File: src/rtl/mem_stage_pkg.sv
// Shared EX/MS/WB bus layouts and load-op encoding for the memory-access stage.
// Field order of the packed structs is the wire order of the pipeline buses.
package mem_stage_pkg;

    localparam int ES_TO_MS_BUS_WD = 157;
    localparam int MS_TO_WS_BUS_WD = 117;

    // load_op is one-hot {lb, lbu, lh, lhu, lw, lwl, lwr}
    localparam int LD_LB  = 6;
    localparam int LD_LBU = 5;
    localparam int LD_LH  = 4;
    localparam int LD_LHU = 3;
    localparam int LD_LW  = 2;
    localparam int LD_LWL = 1;
    localparam int LD_LWR = 0;

    typedef struct packed {
        logic        inst_eret;
        logic        bd;
        logic        mtc0_we;
        logic [4:0]  cp0_addr;
        logic        res_from_cp0;
        logic        ex;
        logic [4:0]  excode;
        logic [31:0] badvaddr;
    } cp0_info_t;

    typedef struct packed {
        cp0_info_t   cp0;
        logic [6:0]  load_op;
        logic        mem_req;
        logic [31:0] rt_value;
        logic        gr_we;
        logic [4:0]  dest;
        logic [31:0] alu_result;
        logic [31:0] pc;
    } es_to_ms_t;

    typedef struct packed {
        cp0_info_t   cp0;
        logic        gr_we;
        logic [4:0]  dest;
        logic [31:0] final_result;
        logic [31:0] pc;
    } ms_to_ws_t;

    function automatic logic [31:0] ext8(input logic [7:0] b, input logic sgn);
        return {{24{sgn & b[7]}}, b};
    endfunction

    function automatic logic [31:0] ext16(input logic [15:0] h, input logic sgn);
        return {{16{sgn & h[15]}}, h};
    endfunction

endpackage

File: src/rtl/mem_stage_if.sv
// Pipeline-side signal bundle of the memory-access stage: EX->MS, MS->WB,
// data-bus response, flush and decode bypass.
interface mem_stage_if;
    import mem_stage_pkg::*;

    logic                       ms_allowin;
    logic                       es_to_ms_valid;
    logic [ES_TO_MS_BUS_WD-1:0] es_to_ms_bus;
    logic                       ws_allowin;
    logic                       ms_to_ws_valid;
    logic [MS_TO_WS_BUS_WD-1:0] ms_to_ws_bus;
    logic                       data_sram_data_ok;
    logic [31:0]                data_sram_rdata;
    logic                       es_req_outstanding;
    logic                       ws_ex;
    logic                       ms_ex;
    logic                       ms_fwd_valid;
    logic [4:0]                 ms_fwd_dest;
    logic [31:0]                ms_fwd_data;
    logic                       ms_fwd_block;

    modport slave (
        input  es_to_ms_valid, es_to_ms_bus, ws_allowin, data_sram_data_ok,
               data_sram_rdata, es_req_outstanding, ws_ex,
        output ms_allowin, ms_to_ws_valid, ms_to_ws_bus, ms_ex,
               ms_fwd_valid, ms_fwd_dest, ms_fwd_data, ms_fwd_block
    );

    modport master (
        output es_to_ms_valid, es_to_ms_bus, ws_allowin, data_sram_data_ok,
               data_sram_rdata, es_req_outstanding, ws_ex,
        input  ms_allowin, ms_to_ws_valid, ms_to_ws_bus, ms_ex,
               ms_fwd_valid, ms_fwd_dest, ms_fwd_data, ms_fwd_block
    );

endinterface

File: src/rtl/mem_stage_load_align.sv
// Combinational load alignment: byte/halfword extract with extension and
// the little-endian lwl/lwr merge with the old rt value.
module mem_stage_load_align
    import mem_stage_pkg::*;
(
    input  logic [6:0]  load_op,
    input  logic [1:0]  offset,
    input  logic [31:0] rdata,
    input  logic [31:0] rt_value,
    output logic [31:0] result
);

    logic [7:0]  byte_s;
    logic [15:0] half_s;
    logic [31:0] lwl_s;
    logic [31:0] lwr_s;

    // Select the addressed byte and the lwl/lwr merges by byte offset.
    always_comb begin
        byte_s = 8'h00;
        lwl_s  = 32'h0000_0000;
        lwr_s  = 32'h0000_0000;
        case (offset)
            2'd0: begin
                byte_s = rdata[7:0];
                lwl_s  = {rdata[7:0], rt_value[23:0]};
                lwr_s  = rdata;
            end
            2'd1: begin
                byte_s = rdata[15:8];
                lwl_s  = {rdata[15:0], rt_value[15:0]};
                lwr_s  = {rt_value[31:24], rdata[31:8]};
            end
            2'd2: begin
                byte_s = rdata[23:16];
                lwl_s  = {rdata[23:0], rt_value[7:0]};
                lwr_s  = {rt_value[31:16], rdata[31:16]};
            end
            2'd3: begin
                byte_s = rdata[31:24];
                lwl_s  = rdata;
                lwr_s  = {rt_value[31:8], rdata[31:24]};
            end
            default: begin
                byte_s = 8'h00;
                lwl_s  = 32'h0000_0000;
                lwr_s  = 32'h0000_0000;
            end
        endcase
        half_s = offset[1] ? rdata[31:16] : rdata[15:0];
    end

    // One-hot load_op picks the final form; a plain lw passes rdata through.
    always_comb begin
        result = rdata;
        if (load_op[LD_LB]) begin
            result = ext8(byte_s, 1'b1);
        end else if (load_op[LD_LBU]) begin
            result = ext8(byte_s, 1'b0);
        end else if (load_op[LD_LH]) begin
            result = ext16(half_s, 1'b1);
        end else if (load_op[LD_LHU]) begin
            result = ext16(half_s, 1'b0);
        end else if (load_op[LD_LWL]) begin
            result = lwl_s;
        end else if (load_op[LD_LWR]) begin
            result = lwr_s;
        end else begin
            result = rdata;
        end
    end

endmodule

File: src/rtl/mem_stage.sv
// MIPS memory-access stage: holds the EX->MS bus, waits for the data-bus
// response, aligns load data and drops responses owned by flushed instructions.
module mem_stage
    import mem_stage_pkg::*;
(
    input  logic        clk,
    input  logic        resetn,
    mem_stage_if.slave  bus_if
);

    logic        ms_valid_r;
    es_to_ms_t   ms_bus_r;
    logic        buf_valid_r;
    logic [31:0] buf_data_r;
    logic [1:0]  discard_cnt_r;
    logic [1:0]  discard_nxt_s;
    logic [2:0]  discard_sum_s;

    logic        ms_waiting_s;
    logic        own_data_ok_s;
    logic        ms_ready_go_s;
    logic        ms_allowin_s;
    logic        ms_is_load_s;
    logic [31:0] load_data_s;
    logic [31:0] load_result_s;
    logic [31:0] final_result_s;
    ms_to_ws_t   ms_out_s;

    assign ms_waiting_s   = ms_valid_r & ms_bus_r.mem_req & ~buf_valid_r;
    assign own_data_ok_s  = bus_if.data_sram_data_ok & (discard_cnt_r == 2'd0);
    assign ms_ready_go_s  = ~ms_waiting_s | own_data_ok_s;
    assign ms_allowin_s   = ~ms_valid_r | (ms_ready_go_s & bus_if.ws_allowin);
    assign ms_is_load_s   = |ms_bus_r.load_op;
    assign load_data_s    = buf_valid_r ? buf_data_r : bus_if.data_sram_rdata;

    mem_stage_load_align u_load_align (
        .load_op  (ms_bus_r.load_op),
        .offset   (ms_bus_r.alu_result[1:0]),
        .rdata    (load_data_s),
        .rt_value (ms_bus_r.rt_value),
        .result   (load_result_s)
    );

    assign final_result_s = ms_is_load_s ? load_result_s : ms_bus_r.alu_result;

    assign ms_out_s.cp0          = ms_bus_r.cp0;
    assign ms_out_s.gr_we        = ms_bus_r.gr_we;
    assign ms_out_s.dest         = ms_bus_r.dest;
    assign ms_out_s.final_result = final_result_s;
    assign ms_out_s.pc           = ms_bus_r.pc;

    assign bus_if.ms_allowin     = ms_allowin_s;
    assign bus_if.ms_to_ws_valid = ms_valid_r & ms_ready_go_s;
    assign bus_if.ms_to_ws_bus   = ms_out_s;
    assign bus_if.ms_ex          = ms_valid_r & (ms_bus_r.cp0.ex | ms_bus_r.cp0.inst_eret);
    assign bus_if.ms_fwd_valid   = ms_valid_r & ms_bus_r.gr_we;
    assign bus_if.ms_fwd_dest    = ms_valid_r ? ms_bus_r.dest : 5'd0;
    assign bus_if.ms_fwd_data    = ms_valid_r ? final_result_s : 32'h0000_0000;
    assign bus_if.ms_fwd_block   = ms_valid_r &
                                   ((ms_is_load_s & ~ms_ready_go_s) | ms_bus_r.cp0.res_from_cp0);

    // Stage valid bit; a flush from WB wins over any handoff.
    always_ff @(posedge clk or negedge resetn) begin
        if (!resetn) begin
            ms_valid_r <= 1'b0;
        end else if (bus_if.ws_ex) begin
            ms_valid_r <= 1'b0;
        end else if (ms_allowin_s) begin
            ms_valid_r <= bus_if.es_to_ms_valid;
        end else begin
            ms_valid_r <= ms_valid_r;
        end
    end

    // EX->MS bus register.
    always_ff @(posedge clk or negedge resetn) begin
        if (!resetn) begin
            ms_bus_r <= '0;
        end else if (bus_if.es_to_ms_valid & ms_allowin_s) begin
            ms_bus_r <= es_to_ms_t'(bus_if.es_to_ms_bus);
        end else begin
            ms_bus_r <= ms_bus_r;
        end
    end

    // Response buffer keeps our data while WB back-pressures.
    always_ff @(posedge clk or negedge resetn) begin
        if (!resetn) begin
            buf_valid_r <= 1'b0;
            buf_data_r  <= 32'h0000_0000;
        end else if (bus_if.ws_ex | (bus_if.ms_to_ws_valid & bus_if.ws_allowin)) begin
            buf_valid_r <= 1'b0;
            buf_data_r  <= buf_data_r;
        end else if (ms_waiting_s & own_data_ok_s) begin
            buf_valid_r <= 1'b1;
            buf_data_r  <= bus_if.data_sram_rdata;
        end else begin
            buf_valid_r <= buf_valid_r;
            buf_data_r  <= buf_data_r;
        end
    end

    // Net discard count: a response landing with the flush is MS's own, so it is not counted.
    always_comb begin
        discard_sum_s = {1'b0, discard_cnt_r};
        if (bus_if.ws_ex) begin
            discard_sum_s = discard_sum_s + {2'b00, ms_waiting_s & ~own_data_ok_s}
                                          + {2'b00, bus_if.es_req_outstanding};
        end else begin
            discard_sum_s = discard_sum_s;
        end
        if (bus_if.data_sram_data_ok & (discard_cnt_r != 2'd0)) begin
            discard_sum_s = discard_sum_s - 3'd1;
        end else begin
            discard_sum_s = discard_sum_s;
        end
        discard_nxt_s = (discard_sum_s > 3'd2) ? 2'd2 : discard_sum_s[1:0];
    end

    // Discard counter register.
    always_ff @(posedge clk or negedge resetn) begin
        if (!resetn) begin
            discard_cnt_r <= 2'd0;
        end else begin
            discard_cnt_r <= discard_nxt_s;
        end
    end

endmodule

File: src/flat_wrapper.sv
// flat-port wrapper written by rule: the top's interface ports become plain ports
module mem_stage_flat import mem_stage_pkg::*;
  (clk, resetn, bus_if_es_to_ms_valid, bus_if_es_to_ms_bus, bus_if_ws_allowin, bus_if_data_sram_data_ok, bus_if_data_sram_rdata, bus_if_es_req_outstanding, bus_if_ws_ex, bus_if_ms_allowin, bus_if_ms_to_ws_valid, bus_if_ms_to_ws_bus, bus_if_ms_ex, bus_if_ms_fwd_valid, bus_if_ms_fwd_dest, bus_if_ms_fwd_data, bus_if_ms_fwd_block);
  mem_stage_if bus_if_i ();
  input  logic clk;
  input  logic resetn;
  input wire logic [$bits(bus_if_i.es_to_ms_valid)-1:0] bus_if_es_to_ms_valid;
  input wire logic [$bits(bus_if_i.es_to_ms_bus)-1:0] bus_if_es_to_ms_bus;
  input wire logic [$bits(bus_if_i.ws_allowin)-1:0] bus_if_ws_allowin;
  input wire logic [$bits(bus_if_i.data_sram_data_ok)-1:0] bus_if_data_sram_data_ok;
  input wire logic [$bits(bus_if_i.data_sram_rdata)-1:0] bus_if_data_sram_rdata;
  input wire logic [$bits(bus_if_i.es_req_outstanding)-1:0] bus_if_es_req_outstanding;
  input wire logic [$bits(bus_if_i.ws_ex)-1:0] bus_if_ws_ex;
  output wire logic [$bits(bus_if_i.ms_allowin)-1:0] bus_if_ms_allowin;
  output wire logic [$bits(bus_if_i.ms_to_ws_valid)-1:0] bus_if_ms_to_ws_valid;
  output wire logic [$bits(bus_if_i.ms_to_ws_bus)-1:0] bus_if_ms_to_ws_bus;
  output wire logic [$bits(bus_if_i.ms_ex)-1:0] bus_if_ms_ex;
  output wire logic [$bits(bus_if_i.ms_fwd_valid)-1:0] bus_if_ms_fwd_valid;
  output wire logic [$bits(bus_if_i.ms_fwd_dest)-1:0] bus_if_ms_fwd_dest;
  output wire logic [$bits(bus_if_i.ms_fwd_data)-1:0] bus_if_ms_fwd_data;
  output wire logic [$bits(bus_if_i.ms_fwd_block)-1:0] bus_if_ms_fwd_block;
  assign bus_if_i.es_to_ms_valid = bus_if_es_to_ms_valid;
  assign bus_if_i.es_to_ms_bus = bus_if_es_to_ms_bus;
  assign bus_if_i.ws_allowin = bus_if_ws_allowin;
  assign bus_if_i.data_sram_data_ok = bus_if_data_sram_data_ok;
  assign bus_if_i.data_sram_rdata = bus_if_data_sram_rdata;
  assign bus_if_i.es_req_outstanding = bus_if_es_req_outstanding;
  assign bus_if_i.ws_ex = bus_if_ws_ex;
  assign bus_if_ms_allowin = bus_if_i.ms_allowin;
  assign bus_if_ms_to_ws_valid = bus_if_i.ms_to_ws_valid;
  assign bus_if_ms_to_ws_bus = bus_if_i.ms_to_ws_bus;
  assign bus_if_ms_ex = bus_if_i.ms_ex;
  assign bus_if_ms_fwd_valid = bus_if_i.ms_fwd_valid;
  assign bus_if_ms_fwd_dest = bus_if_i.ms_fwd_dest;
  assign bus_if_ms_fwd_data = bus_if_i.ms_fwd_data;
  assign bus_if_ms_fwd_block = bus_if_i.ms_fwd_block;
  mem_stage u_core (.clk(clk), .resetn(resetn), .bus_if(bus_if_i));
endmodule
File: config.mk
export PLATFORM = sky130hd
export DESIGN_NAME = mem_stage_flat
export DESIGN_NICKNAME = d
export VERILOG_FILES = /design/src/rtl/mem_stage_pkg.sv /design/src/rtl/mem_stage_if.sv /design/src/rtl/mem_stage_load_align.sv /design/src/rtl/mem_stage.sv /design/src/flat_wrapper.sv
export SDC_FILE = /design/constraint.sdc
export NUM_CORES = 1
export LEC_CHECK = 0
export ABC_AREA = 1
export BUFFER_PORTS_ARGS = -buffer_cell sky130_fd_sc_hd__buf_2
export CORE_ASPECT_RATIO = 1.75
export CORE_MARGIN = 5
export CORE_UTILIZATION = 48
export CTS_CLUSTER_DIAMETER = 80
export DETAILED_ROUTE_END_ITERATION = 16
export GPL_TIMING_DRIVEN = 0
export PLACE_DENSITY = 0.77
export SETUP_SLACK_MARGIN = 0.02
export SYNTH_ARGS = -nofsm -noshare
export SYNTH_HDL_FRONTEND = slang
export SYNTH_HIERARCHICAL = 1
export SYNTH_SLANG_ARGS = --single-unit
File: constraint.sdc
create_clock -name clk -period 2.3 [get_ports clk]
set_input_delay 0.46 -clock clk [delete_from_list [all_inputs] [get_ports clk]]
set_output_delay 0.46 -clock clk [all_outputs]
set_load 0.01 [all_outputs]
==> results by group, run 1 <==
Worst setup path
  • Reg2reg end: u_core/discard_cnt_r[0]
  • Crit path max-delay family: simple AND/OR/NAND/NOR gates
  • Worst EP arrival: 2.61 ns
  • Worst Path Required: 1.84 ns
  • CP max-delay cell: dfrtp_1
  • R2R cell count: 13
  • Path type of the worst setup path: reg2out
  • Critical path peak fanout: 8
  • CP Cell Sequence: buf_6 -> clkinv_8 -> clkbuf_16 -> nand2_4 -> nand2_8 -> nand3_4 -> nand4_1 -> nor2_1 -> o21ai_1 -> nand2_1 -> nand2_1 -> nand2_2 -> nand2_2 -> buf_6
  • CP Launch Type: register
  • Critical Path End Type: primary output
  • Critical path buffers and inverters: 4
  • Worst R2R Start: u_core/buf_valid_r
  • FF-to-FF setup slack: 0.07 ns
  • Worst path max stage delay: 0.34 ns

Finish
  • Most common cell after layout, fill and taps aside: nand2_1
  • Layout cells sized above 1: 0.456
  • FILL cells: 2309
  • Fin nets: 2460
  • Highest-count cells in the layout ignoring fill and taps: 592 x nand2_1, 350 x buf_2, 215 x inv_1
  • Finished Core Util: 0.678
  • Synth-to-layout area growth: 39.0%
  • Multi-input logic area: 6650 sq um
  • Register area: 4830 sq um
  • Post-Layout Inst Area: 17700 sq um

Routing
  • DR vias: 13600
  • DR vias/cell: 5.22
  • Iteration-0 DRC Markers: 799
  • First-pass DRT Iterations: 7
  • DRT antenna net count: 0
  • Wire length per cell: 19.9 um
  • Number of remaining DRC errors: 0
  • Overall routed net length: 51.6 mm

Clock tree
  • CTS max path bufs: 2
  • Inserted Clock Buffers: 17
  • Worst-path clk slew: 0.08 ns
  • Clk_lat worst skew: 0.46 ns
  • CTS Root Cell: clkbuf_16
  • Clk sinks: 193
  • CTS tree: yes
  • H-tree Lvls: 4

STA
  • Final worst-path cycle share: 1.33
  • Slew Limit Headroom: 0.531
  • Hold Vio Cnt, Final: 0
  • Post-route minimum period: 3.07 ns
  • Setup violators final: 65
  • Clk_skew: 0.00979 ns
  • Unrepaired setup endpoints after global routing: true
  • Hold WS: 0.230 ns
  • Max Transition Viols Final: 0
  • Slew at the pin with the worst max-slew slack: 0.703 ns
  • Fmax achieved: 326 MHz
  • Final worst-path setup slack: -0.767 ns

Outcome
  • Outcome: finished with violations
  • Failing checks: setup timing

Synthesis
  • Synthesized area: 12700 sq um
  • Flop and latch count out of synthesis: 193
  • Gate Count Post-Synth: 1809
  • FFs w/ async S/R, synth: 1.00
  • Unique masters post-synth: 33
  • Sequential cell area fraction in the yosys report: 0.380
  • Synth warn: 6
  • Main synth FF type: dfrtp_1
  • Syn_nets: 2008
  • Avg Inst Size Synth: 7.02 sq um
  • Post-synth EDFFs: 0

Global route
  • Initial antenna violation count: 5
  • First-pass GRT wire length: 78.2 mm
  • Gr usage total: 0.340
  • Pin count of the biggest net entering global routing: 119
  • Vias in the first global route: 14000
  • GRT Residual Overflow: 0

Floorplanning
  • Core box area: 26100 sq um
  • Die area: 29900 sq um
  • Cell Rows: 78
  • Die height: 225 um
  • Die X: 133 um
  • Initial Utilization: 0.487
  • Num ports: 355

Placed design
  • Area after DPL: 15000 sq um
  • IO buf count: 354
  • Final RePlAce weighted congestion: 0.993
  • Place WS: -0.900 ns
  • Final HPWL DP: 39.5 mm

Job
  • Max-Cap Viols: 0

Worst hold path
  • Hold Crit Class: in2reg
  • WHS Path Cells: 3
  • Hold Startpoint: bus_if_es_to_ms_bus[127]
  • Worst Hold Path EP: u_core/bus_if.ms_to_ws_bus[87]

Power and ir drop
  • PwrDens: 887 nW/um^2
  • Design Power: 15.7 mW
  • Worst vdd ir: 0.695 mV
  • Leakage power: 9.90 nW
## worst register-to-register path, delay by kind of cell (launching register included)
kind	cells	cell delay [ns]
AOI/OAI and AO/OA	1	0.18
adders and majority gates	3	0.78
buffers and inverters	3	0.35
DFF	1	0.38
and+or+nand+nor	6	0.43
## sequential cells by signal, summed over array words and instances, names as in the netlist
name and flops:
u_core/ms_valid_r 1, u_core/ms_bus_r 72, u_core/discard_cnt_r 2, u_core/bus_if.ms_to_ws_bus 85
u_core/buf_valid_r 1, u_core/buf_data_r 32
## how the worst max path moves through the flow
stage                               endpoint  depth (start not counted)          startpoint
2_1_floorplan         bus_if_ms_fwd_data[11]                         14  u_core/buf_valid_r
3_3_place_gp   u_core/bus_if.ms_to_ws_bus[9]                          1              resetn
3_5_place_dp          bus_if_ms_fwd_data[30]                         15  u_core/buf_valid_r
4_1_cts               bus_if_ms_fwd_data[21]                         18  u_core/buf_valid_r
5_1_grt               bus_if_ms_fwd_data[11]                         18  u_core/buf_valid_r
6_report             bus_if_ms_to_ws_bus[58]                         14  u_core/buf_valid_r
## layer usage
layer / up-vias / routed length [um] / GRT usage
met1: 6418 / 16900 / 0.333
met4: 0 / 4520 / 0.261
met2: 525 / 27200 / 0.624
li1: 6419 / - / -
met5: - / 0 / 0
met3: 192 / 2940 / 0.0648
## layout make-up
class	count	area share
Multi-Input combinational cell	1188	0.377
Sequential cell	193	0.274
Clock buffer	20	0.0264
Timing Repair Buffer	433	0.151
Tap cell	320	0.0227
Antenna cell	5	0.000708
Clock inverter	12	0.00666
Inverter	239	0.0531
Buffer	189	0.0891
## cells in the mapped netlist (all sizes together) (2+ instances only)
library cell	n	area [sq um]
o211ai	8	60.1
ha	2	25.0
buf	163	1280
inv	238	898
o2111ai	2	17.5
nor2	33	156
o221ai	4	35.0
a21oi	54	270
nand4	36	225
o21ai	210	1480
nand3	84	448
dfrtp	193	4830
or2	2	12.5
clkbuf	26	97.6
nand2	750	2830
## what timing repair did
item / 4_1_cts / 5_1_grt
setup buffers: 49 / 25
gates resized for setup: 302 / 120
pin swaps: 94 / 89
setup endpoints to repair: 69 / 70
hold buffers: 1 / 0
cloned: 6 / 1
hold endpoints to repair: 11 / 0
## per-stage QoR
step,instances,setup TNS (ns)
2_1_floorplan,1809,0
3_3_place_gp,2483,-518.64
3_5_place_dp,2484,-39.60
4_1_cts,2571,-39.76
5_1_grt,2599,-48.47
6_report,2599,-40.43
## kinds of logic after synthesis
family          Yosys count  synth area share
compound gates          279             0.147
xor+xnor                  1          0.000690
fa+ha+maj                 3           0.00355
buf+inv                 428             0.180
flops                   193             0.380
simple gates            905             0.289
## report_power, final
part           leakage (nW)  internal, mW  switching (mW)
combinational          7.21          3.22            4.51
clock                 0.294          1.61            1.45
sequential             2.40          4.28           0.618
No activity file was read; power rests on OpenSTA's default activity.
==> inputs of run 2 (changes only) <==
CORE_UTILIZATION = 50   (was 48)
CTS_BUF_LIST = sky130_fd_sc_hd__clkbuf_4   (was not set)
PLACE_DENSITY = 0.8   (was 0.77)
==> results by group, run 2 (synthesis results as in run 1) <==
Floorplanning
  • Cell Rows: 77 (-1.3%)
  • Num ports: 355 (unchanged)
  • Core box area: 25100 sq um (-3.5%)
  • Die X: 130 um (-1.9%)
  • Die area: 28800 sq um (-3.8%)
  • Die height: 221 um (-1.9%)
  • Initial Utilization: 0.505 (+0.0177)

Finish
  • Finished Core Util: 0.748 (+0.0698)
  • Number of flip-flops in the largest register: 85 (unchanged)
  • Highest-count cells in the layout ignoring fill and taps: 586 x nand2_1, 345 x buf_2, 217 x inv_1
  • Synth-to-layout area growth: 48.0%
  • Layout cells sized above 1: 0.425 (-0.0316)
  • Most common cell after layout, fill and taps aside: nand2_1
  • Post-route insts no fill: 2735 (+5.2%)
  • Post-Layout Inst Area: 18800 sq um (+6.4%)
  • Fin nets: 2601 (+5.7%)

Power and ir drop
  • Leakage power: 10.3 nW (+4.3%)
  • Worst vdd ir: 0.759 mV (+9.2%)
  • PwrDens: 800 nW/um^2 (-9.8%)

Routing
  • Iteration-0 DRC Markers: 1178 (+47%)
  • DR vias/cell: 5.54 (+6.2%)
  • Overall routed net length: 58.8 mm (+14%)
  • DR vias: 15100 (+12%)
  • Number of remaining DRC errors: 0 (unchanged)
  • DRT antenna net count: 0 (unchanged)
  • Wire length per cell: 21.5 um (+8.3%)
  • First-pass DRT Iterations: 7 (unchanged)

Placed design
  • Area after DPL: 15000 sq um (about the same)
  • IO buf count: 354 (unchanged)
  • Final HPWL DP: 39.1 mm (-0.84%)
  • Final RePlAce weighted congestion: 1.05 (+5.7%)
  • # placed instances: 2480 (-0.16%)

STA
  • Clk_skew: 0.0156 ns (+0.00581 ns)
  • Hold Vio Cnt, Final: 0 (unchanged)
  • Unrepaired setup endpoints after global routing: true
  • Final worst-path setup slack: -0.975 ns (-0.208 ns)
  • Fmax achieved: 305 MHz (-6.3%)
  • Slew at the pin with the worst max-slew slack: 0.843 ns (+0.140 ns)
  • Final worst-path cycle share: 1.42 (+0.0904)
  • Sum Neg Setup Slack: -56.68 ns (-16.25 ns)
  • Max Transition Viols Final: 0 (unchanged)
  • Hold WS: 0.0543 ns (-0.176 ns)
  • Slew Limit Headroom: 0.438 (-0.0935)
  • Post-route minimum period: 3.27 ns (+0.208 ns)
  • Setup violators final: 70 (+7.7%)

Worst hold path
  • Hold Crit Class: in2reg

Clock tree
  • CTS max path bufs: 2 (unchanged)
  • CTS Root Cell: clkbuf_4
  • Clk_lat worst skew: 0.67 ns (+0.21 ns)
  • Inserted Clock Buffers: 17 (unchanged)
  • CTS tree: yes
  • Worst-path clk slew: 0.16 ns (+0.08 ns)
  • H-tree Lvls: 4 (unchanged)
  • Clk sinks: 193 (unchanged)

Worst setup path
  • CP max-delay cell: dfrtp_1
  • Path type of the worst setup path: reg2out
  • Cell repeated most along the worst path: nand2_2
  • CP Cell Sequence: buf_8 -> inv_12 -> clkbuf_16 -> nand2_1 -> nand2_2 -> inv_2 -> nand3_2 -> nand2_2 -> nand2_2 -> nand2_1 -> nand2_1 -> nand3_2 -> nand2_2 -> nand2_4 -> nand2_2 -> nand2_4 -> a21oi_4 -> buf_6
  • Worst EP arrival: 2.81 ns (+0.20 ns)
  • Critical path peak fanout: 8 (unchanged)
  • Critical Path End Type: primary output
  • Worst path max stage delay: 0.42 ns (+0.08 ns)
  • CP Launch Type: register
  • Worst Path Required: 1.84 ns (about the same)

Global route
  • GRT Residual Overflow: 0 (unchanged)
  • Initial antenna violation count: 4 (-1)
  • Vias in the first global route: 15800 (+13%)
  • Pin count of the biggest net entering global routing: 117 (-1.7%)
  • Gr usage total: 0.403 (+0.0625)
  • First-pass GRT wire length: 88.4 mm (+13%)

Outcome
  • Failing checks: setup timing
  • Outcome: finished with violations

Job
  • Max-Cap Viols: 0 (unchanged)
run 2: metrics by stage:
stage               total power, mW  worst slack (ns)
detailed placement             11.2            -0.912
finish                         15.0            -0.975
global route                   15.8             -1.08
global placement               11.1             -2.48
CTS                            14.1             -1.01
floorplan                      8.83            0.0214
run 2: area by class of cell:
| cell class | instances | area (sq um) |
|---|---|---|
| Sequential cell | 193 | 4830 |
| Fill cell | 1817 | 6350 |
| Inverter | 239 | 942 |
| Timing Repair Buffer | 574 | 4080 |
| Clock inverter | 14 | 153 |
| Antenna cell | 4 | 10.0 |
| Multi-Input combinational cell | 1188 | 6710 |
| Buffer | 189 | 1540 |
| Clock buffer | 18 | 135 |
| Tap cell | 316 | 395 |
run 2: report_power, final:
group,switching [mW],internal (mW),leakage (nW)
combinational,4.77,3.33,7.77
sequential,0.661,4.27,2.40
clock,1.34,0.678,0.154
run 2: metal layers:
layer  track usage  wire, um
met1         0.411     18700
met2         0.691     30300
met3        0.0772      4160
met4         0.326      5590
met5             0         0
run 2: final timing paths:
check | startpoint | endpoint | slack (ns) | depth (start not counted)
max | u_core/buf_valid_r | bus_if_ms_fwd_data[17] | -0.97 | 18
min | bus_if_es_to_ms_bus[109] | u_core/ms_bus_r[109] | 0.05 | 3
max reg2reg | u_core/buf_valid_r | u_core/discard_cnt_r[0] | -0.11 | 14
min reg2reg | u_core/buf_data_r[12] | u_core/buf_data_r[12] | 0.50 | 2
max in group asynchronous | resetn | u_core/ms_bus_r[39] | 0.88 | 3
min in group asynchronous | resetn | u_core/bus_if.ms_to_ws_bus[114] | 0.35 | 2
run 2: critical path, delay by kind of cell, from the launching register on:
family | cells | cell delay, ns
AND/OR/NAND/NOR | 12 | 0.92
buffers and inverters | 5 | 0.62
AO/OA/AOI/OAI | 1 | 0.18
flip-flops | 1 | 0.42
run 2: timing repair:
item	4_1_cts	5_1_grt
resized for setup	287	145
hold buffers	156	0
hold endpoints to repair	232	0
pin swaps	72	93
endpoints found under the setup margin	70	70
setup buffers	40	18
gates cloned	6	0
